`config.mk`:
```
export PLATFORM = sky130hd
export DESIGN_NAME = dev_hex_loader
export DESIGN_NICKNAME = d
export VERILOG_FILES = /design/src/rtl/dev_hex_loader.sv
export SDC_FILE = /design/constraint.sdc
export NUM_CORES = 1
export LEC_CHECK = 0
export CORE_MARGIN = 2
export CORE_UTILIZATION = 50
export DETAILED_ROUTE_END_ITERATION = 8
export GPL_ROUTABILITY_DRIVEN = 0
export HOLD_SLACK_MARGIN = 0.12
export PLACE_DENSITY_LB_ADDON = 0.05
export SYNTH_ARGS = -nofsm -noshare
export SYNTH_HDL_FRONTEND = slang
export SYNTH_SLANG_ARGS = --single-unit
```
`constraint.sdc`:
```
create_clock -name clk -period 3.3 [get_ports clk]
set_input_delay 0.825 -clock clk [delete_from_list [all_inputs] [get_ports clk]]
set_output_delay 0.825 -clock clk [all_outputs]
set_load 0.02 [all_outputs]
```
`src/rtl/dev_hex_loader.sv`:
```
// dev_hex_loader: ASCII-hex program loader between the UART receive path and RAM.
// Assembles hex digit pairs into bytes and packs them into WORD_BYTES-wide RAM
// writes with per-byte enables. Understands '@addr' directives, '#' line
// comments and a '$' end marker. Errors are sticky until reset.
// Optional feature macro: HEX_LOADER_CKSUM_EN adds a two-digit checksum after '$'.
module dev_hex_loader #(
    parameter int ADDR_W     = 16,
    parameter int WORD_BYTES = 4
) (
    input  logic                    clk,
    input  logic                    rst,
    input  logic [7:0]              data_in,
    input  logic                    data_en,
    output logic                    wr_en,
    output logic [ADDR_W-1:0]       wr_addr,
    output logic [8*WORD_BYTES-1:0] wr_data,
    output logic [WORD_BYTES-1:0]   wr_be,
    output logic                    byte_valid,
    output logic [ADDR_W:0]         byte_count,
    output logic                    done,
    output logic                    error,
    output logic [7:0]              cksum
);

    localparam int NDIG   = (ADDR_W + 3) / 4;
    localparam int ACC_W  = 4 * NDIG;
    localparam int CNT_W  = $clog2(NDIG + 2);
    localparam int LANE_W = (WORD_BYTES > 1) ? $clog2(WORD_BYTES) : 1;
    localparam logic [ADDR_W-1:0] LANE_MASK = ADDR_W'(WORD_BYTES - 1);

    typedef enum logic [2:0] {
        S_DATA, S_NIB, S_ADDR, S_COMMENT, S_DONE, S_ERR
`ifdef HEX_LOADER_CKSUM_EN
        , S_CKSUM
`endif
    } state_e;

    state_e                  state_q;
    logic [ADDR_W-1:0]       addr_q;
    logic [ACC_W-1:0]        acc_q;
    logic [CNT_W-1:0]        ndig_q;
    logic [3:0]              hi_q;
    logic [8*WORD_BYTES-1:0] buf_q;
    logic [WORD_BYTES-1:0]   be_q;
    logic [7:0]              cksum_q;
`ifdef HEX_LOADER_CKSUM_EN
    logic                    ck_have_q;
`endif

    logic                    is_hex, is_ws;
    logic [3:0]              nib;
    logic [7:0]              byte_d;
    logic [LANE_W-1:0]       lane;
    logic [8*WORD_BYTES-1:0] buf_d;
    logic [WORD_BYTES-1:0]   be_d;
    logic [ADDR_W-1:0]       base;

    // Character classification and the word image with the completing byte merged in
    always_comb begin
        is_hex = 1'b1;
        nib    = 4'h0;
        if (data_in >= "0" && data_in <= "9")
            nib = data_in[3:0];
        else if ((data_in >= "a" && data_in <= "f") || (data_in >= "A" && data_in <= "F"))
            nib = data_in[3:0] + 4'd9;
        else
            is_hex = 1'b0;
        is_ws  = (data_in == 8'h20) || (data_in == 8'h09) ||
                 (data_in == 8'h0D) || (data_in == 8'h0A);
        byte_d = {hi_q, nib};
        lane   = LANE_W'(addr_q & LANE_MASK);
        base   = addr_q & ~LANE_MASK;
        buf_d  = buf_q;
        buf_d[8*int'(lane) +: 8] = byte_d;
        be_d   = be_q;
        be_d[lane] = 1'b1;
    end

    // Loader FSM: decode one character per strobe, register every output
    always_ff @(posedge clk) begin
        if (rst) begin
            state_q    <= S_DATA;
            addr_q     <= '0;
            acc_q      <= '0;
            ndig_q     <= '0;
            hi_q       <= '0;
            buf_q      <= '0;
            be_q       <= '0;
            cksum_q    <= '0;
            wr_en      <= 1'b0;
            wr_addr    <= '0;
            wr_data    <= '0;
            wr_be      <= '0;
            byte_valid <= 1'b0;
            byte_count <= '0;
            done       <= 1'b0;
            error      <= 1'b0;
`ifdef HEX_LOADER_CKSUM_EN
            ck_have_q  <= 1'b0;
`endif
        end else begin
            wr_en      <= 1'b0;
            byte_valid <= 1'b0;
            if (data_en) begin
                case (state_q)
                    S_DATA: begin
                        if (is_hex) begin
                            hi_q    <= nib;
                            state_q <= S_NIB;
                        end else if (is_ws) begin
                            state_q <= S_DATA;
                        end else if (data_in == "#") begin
                            state_q <= S_COMMENT;
                        end else if (data_in == "@") begin
                            if (|be_q) begin
                                wr_en   <= 1'b1;
                                wr_addr <= base;
                                wr_data <= buf_q;
                                wr_be   <= be_q;
                            end
                            buf_q   <= '0;
                            be_q    <= '0;
                            acc_q   <= '0;
                            ndig_q  <= '0;
                            state_q <= S_ADDR;
                        end else if (data_in == "$") begin
`ifdef HEX_LOADER_CKSUM_EN
                            // Flush is deferred until the checksum verifies
                            ck_have_q <= 1'b0;
                            state_q   <= S_CKSUM;
`else
                            if (|be_q) begin
                                wr_en   <= 1'b1;
                                wr_addr <= base;
                                wr_data <= buf_q;
                                wr_be   <= be_q;
                            end
                            buf_q   <= '0;
                            be_q    <= '0;
                            done    <= 1'b1;
                            state_q <= S_DONE;
`endif
                        end else begin
                            buf_q   <= '0;
                            be_q    <= '0;
                            error   <= 1'b1;
                            state_q <= S_ERR;
                        end
                    end
                    S_NIB: begin
                        if (is_hex) begin
                            byte_valid <= 1'b1;
                            if (byte_count != '1)
                                byte_count <= byte_count + 1'b1;
                            cksum_q <= cksum_q + byte_d;
                            addr_q  <= addr_q + 1'b1;
                            // Last lane closes the word; this also covers the address wrap
                            if (lane == LANE_W'(WORD_BYTES - 1)) begin
                                wr_en   <= 1'b1;
                                wr_addr <= base;
                                wr_data <= buf_d;
                                wr_be   <= be_d;
                                buf_q   <= '0;
                                be_q    <= '0;
                            end else begin
                                buf_q   <= buf_d;
                                be_q    <= be_d;
                            end
                            state_q <= S_DATA;
                        end else begin
                            buf_q   <= '0;
                            be_q    <= '0;
                            error   <= 1'b1;
                            state_q <= S_ERR;
                        end
                    end
                    S_ADDR: begin
                        if (is_hex && ndig_q != CNT_W'(NDIG)) begin
                            acc_q   <= (acc_q << 4) | ACC_W'(nib);
                            ndig_q  <= ndig_q + 1'b1;
                        end else if (is_ws && ndig_q != '0) begin
                            addr_q  <= acc_q[ADDR_W-1:0];
                            state_q <= S_DATA;
                        end else begin
                            error   <= 1'b1;
                            state_q <= S_ERR;
                        end
                    end
                    S_COMMENT: begin
                        if (data_in == 8'h0A)
                            state_q <= S_DATA;
                    end
`ifdef HEX_LOADER_CKSUM_EN
                    S_CKSUM: begin
                        if (!is_hex) begin
                            buf_q   <= '0;
                            be_q    <= '0;
                            error   <= 1'b1;
                            state_q <= S_ERR;
                        end else if (!ck_have_q) begin
                            hi_q      <= nib;
                            ck_have_q <= 1'b1;
                        end else if (8'(cksum_q + byte_d) == 8'h00) begin
                            if (|be_q) begin
                                wr_en   <= 1'b1;
                                wr_addr <= base;
                                wr_data <= buf_q;
                                wr_be   <= be_q;
                            end
                            buf_q   <= '0;
                            be_q    <= '0;
                            done    <= 1'b1;
                            state_q <= S_DONE;
                        end else begin
                            buf_q   <= '0;
                            be_q    <= '0;
                            error   <= 1'b1;
                            state_q <= S_ERR;
                        end
                    end
`endif
                    default: state_q <= state_q;  // DONE / ERR absorb everything
                endcase
            end
        end
    end

`ifdef HEX_LOADER_CKSUM_EN
    assign cksum = cksum_q;
`else
    assign cksum = 8'h00;
`endif

endmodule

```
==> results by group <==
Status
  – Outcome: completed

Synth
  – Async SR Flop Fraction: 0
  – Dominant register cell in the synthesized netlist: dfxtp_1
  – Mapped Area: 0.00732 mm²
  – Mapped Avg Cell Area: 7.95 µm²
  – Seq/Total Area, Yosys: 0.408
  – Post-synth cell types: 67
  – Post-synth EDFFs: 0
  – #FFs+latches synth: 149
  – Synth Instances: 920
  – YS warnings: 0

Setup path
  – Worst EP required: 3580 ps
  – CP Class: in -> reg
  – Crit path DAT: 3310 ps
  – Worst Setup Start Kind: input pin
  – RR Startpoint: addr_q[0]$_SDFFE_PP0P_
  – Crit. Startpoint: data_in[1]
  – Crit-path max FO: 19
  – Setup crit end kind: register

Final layout
  – # diodes: 0
  – Register area: 0.00298 mm²
  – Finished Cell Area: 0.00910 mm²
  – Final #Nets: 1038
  – Multi-input logic area: 0.00388 mm²
  – Final core utilization: 0.631
  – Area overhead of the layout relative to synthesis: 24.4%
  – Layout cells sized above 1: 0.108
  – Fillers: 1318

Pwr
  – Peak supply drop: 0.000326 V
  – Clk pwr share: 0.460
  – Internal: 3.08 mW
  – P_leak: 3.11 nW
  – Sw Pwr: 1.03 mW
  – Logic pwr share: 0.093
  – Power, Total: 4.11 mW
  – Seq pwr share: 0.447
  – PD cells: 452 mW/mm²
  – Sw Share: 0.251

Die
  – Die Wd: 125 µm
  – Initial core utilization: 0.507
  – Die area: 0.0156 mm²
  – I/O pin count: 92
  – Core Footprint: 0.0144 mm²
  – FP Rows: 44
  – Die H: 125 µm

STA
  – Max-slew violations: 0
  – Worst clock skew: 5.02 ps
  – Final Hold Vio Count: 0
  – Period minus WS final: 3030 ps
  – Slew margin rel.: 0.441
  – Unrepaired setup endpoints after global routing: false
  – Fmax: 330 MHz
  – Number of setup violations in the final report: 0
  – Fin crit share: 0.918
  – Tightest Pin Transition: 831 ps
  – Hold_ws: 452 ps

GRT
  – First-pass GRT wire length: 33.3 mm
  – Initial antenna violation count: 0
  – Largest net degree at the start of global routing: 67
  – GRT Resource Usage Total: 0.256
  – Vias in the first global route: 6792
  – Grt total ovfl: 0

Routing
  – Drt drc: 0
  – Vias/cell: 5.92
  – Total number of vias: 7148
  – Detail Route Antenna Nets: 0
  – DR WL/cell: 16.7 µm
  – DRT Pass-1 Iters: 5
  – Drt total wl: 20.2 mm
  – Initial DRC Count: 555

Clock tree
  – Post-CTS Hold Buffers: 0
  – Post-CTS setup buffers: 0
  – CTS Sinks: 149
  – H-tree level count: 4
  – CTS tree: built
  – Max Root-Sink Buffers: 2
  – Root Buffer Master: clkbuf_16
  – Post-CTS sizing: 0
  – Clk_lat worst skew: 420 ps
  – Num CTS Buffers: 17
  – Worst-path clk slew: 60 ps

Hold path
  – Hold WC Path Type: reg -> reg
  – Hold Crit Start: wr_addr[12]$_SDFFE_PP0P_

Job
  – Maxcap violations: 0

Placement
  – Final HPWL from detailed placement: 14.1 mm
  – Placed cell area: 0.00852 mm²
  – Buffers added on ports: 81
final cells by class:
class,instances,area share
repair buffers,138,0.144
clock inverters,13,0.0146
flip-flops and latches,149,0.328
well taps,184,0.0253
multi-input cells,673,0.426
clock buffers,19,0.0487
inverters,32,0.0132
power groups by stage:
| stage | Sequential (mW) | Clock (mW) | Combinational (mW) |
|---|---|---|---|
| 6_report | 1.84 | 1.89 | 0.383 |
| 3_5_place_dp | 1.87 | 0 | 0.376 |
| 4_1_cts | 1.83 | 1.92 | 0.378 |
| 2_1_floorplan | 1.88 | 0 | 0.233 |
| 5_1_grt | 1.84 | 2.00 | 0.413 |
| 3_3_place_gp | 1.87 | 0 | 0.369 |
synthesized netlist by cell type (9+ instances only):
cell / number / share of area
clkbuf_1: 34 / 0.017
ha_1: 16 / 0.027
nand2_1: 153 / 0.079
o2bb2ai_1: 13 / 0.016
inv_1: 32 / 0.016
nor3_1: 23 / 0.016
buf_2: 24 / 0.016
a211oi_1: 17 / 0.017
o21ai_0: 47 / 0.032
a21oi_1: 94 / 0.064
nor2_1: 75 / 0.038
a32oi_1: 11 / 0.013
nor4_1: 9 / 0.0077
nand3_1: 31 / 0.021
o211ai_1: 22 / 0.023
nand4_1: 14 / 0.012
a31oi_1: 9 / 0.0077
buf_4: 13 / 0.013
dfxtp_1: 149 / 0.41
final timing paths:
kind                                                 end  slack [ps]  depth (start not counted)
worst min-delay path            wr_addr[12]$_SDFFE_PP0P_         450                          2
worst max register to register  wr_data[30]$_SDFFE_PP0P_         470                          8
worst max-delay path            wr_data[10]$_SDFFE_PP0P_         270                         10
worst min register to register  wr_addr[12]$_SDFFE_PP0P_         450                          2
critical path, stage by stage:
cell             delay (ps)
clkdlybuf4s50_1         470
inv_1                   100
ha_1                    220
nor4b_1                 380
o21a_1                  300
o21ai_1                 140
a211o_1                 360
buf_12                  170
a221oi_1                260
nor3_1                   80
per-stage QoR:
stage	instances	setup slack (ps)	setup TNS [ps]
floorplan	929	579	0
global placement	1176	-35.3	-525
detailed placement	1176	-105	-1750
CTS	1208	307	0
global route	1208	109	0
finish	1208	272	0
registers in the layout (all words and copies together) (netlist names), 4 cells and up:
signal and count:
addr_q 16, wr_addr 14, be_q 4, byte_count 17, buf_q 32, hi_q 4, wr_data 32, acc_q 16
wr_be 4
per-layer routing:
metal  part of all wire  wire (µm)  global-route usage  up-vias
li1                   -          -                   -     3446
met1               0.46       9230               0.337     3394
met2               0.47       9430               0.422      259
met3              0.052       1050              0.0454       49
met4              0.022        453              0.0980        0
met5                  0          0                   0        -
cells in the final DEF (no fill, tap or decap), types with 23 or more instances in the layout:
cell type	count
clkdlybuf4s50_1	80
nor3_1	23
buf_4	52
nand3_1	31
inv_1	32
dfxtp_1	149
a21oi_1	94
o21ai_0	47
nand2_1	153
nor2_1	74
cell families after synthesis:
group | after synthesis | synth area share
fa+ha+maj | 16 | 0.0274
xor+xnor | 15 | 0.0180
mux | 5 | 0.00701
flops | 149 | 0.408
compound gates | 265 | 0.239
buf+inv | 107 | 0.0677
simple gates | 362 | 0.233
other cells | 1 | 0.000513
(Power assumes the default switching activity.)
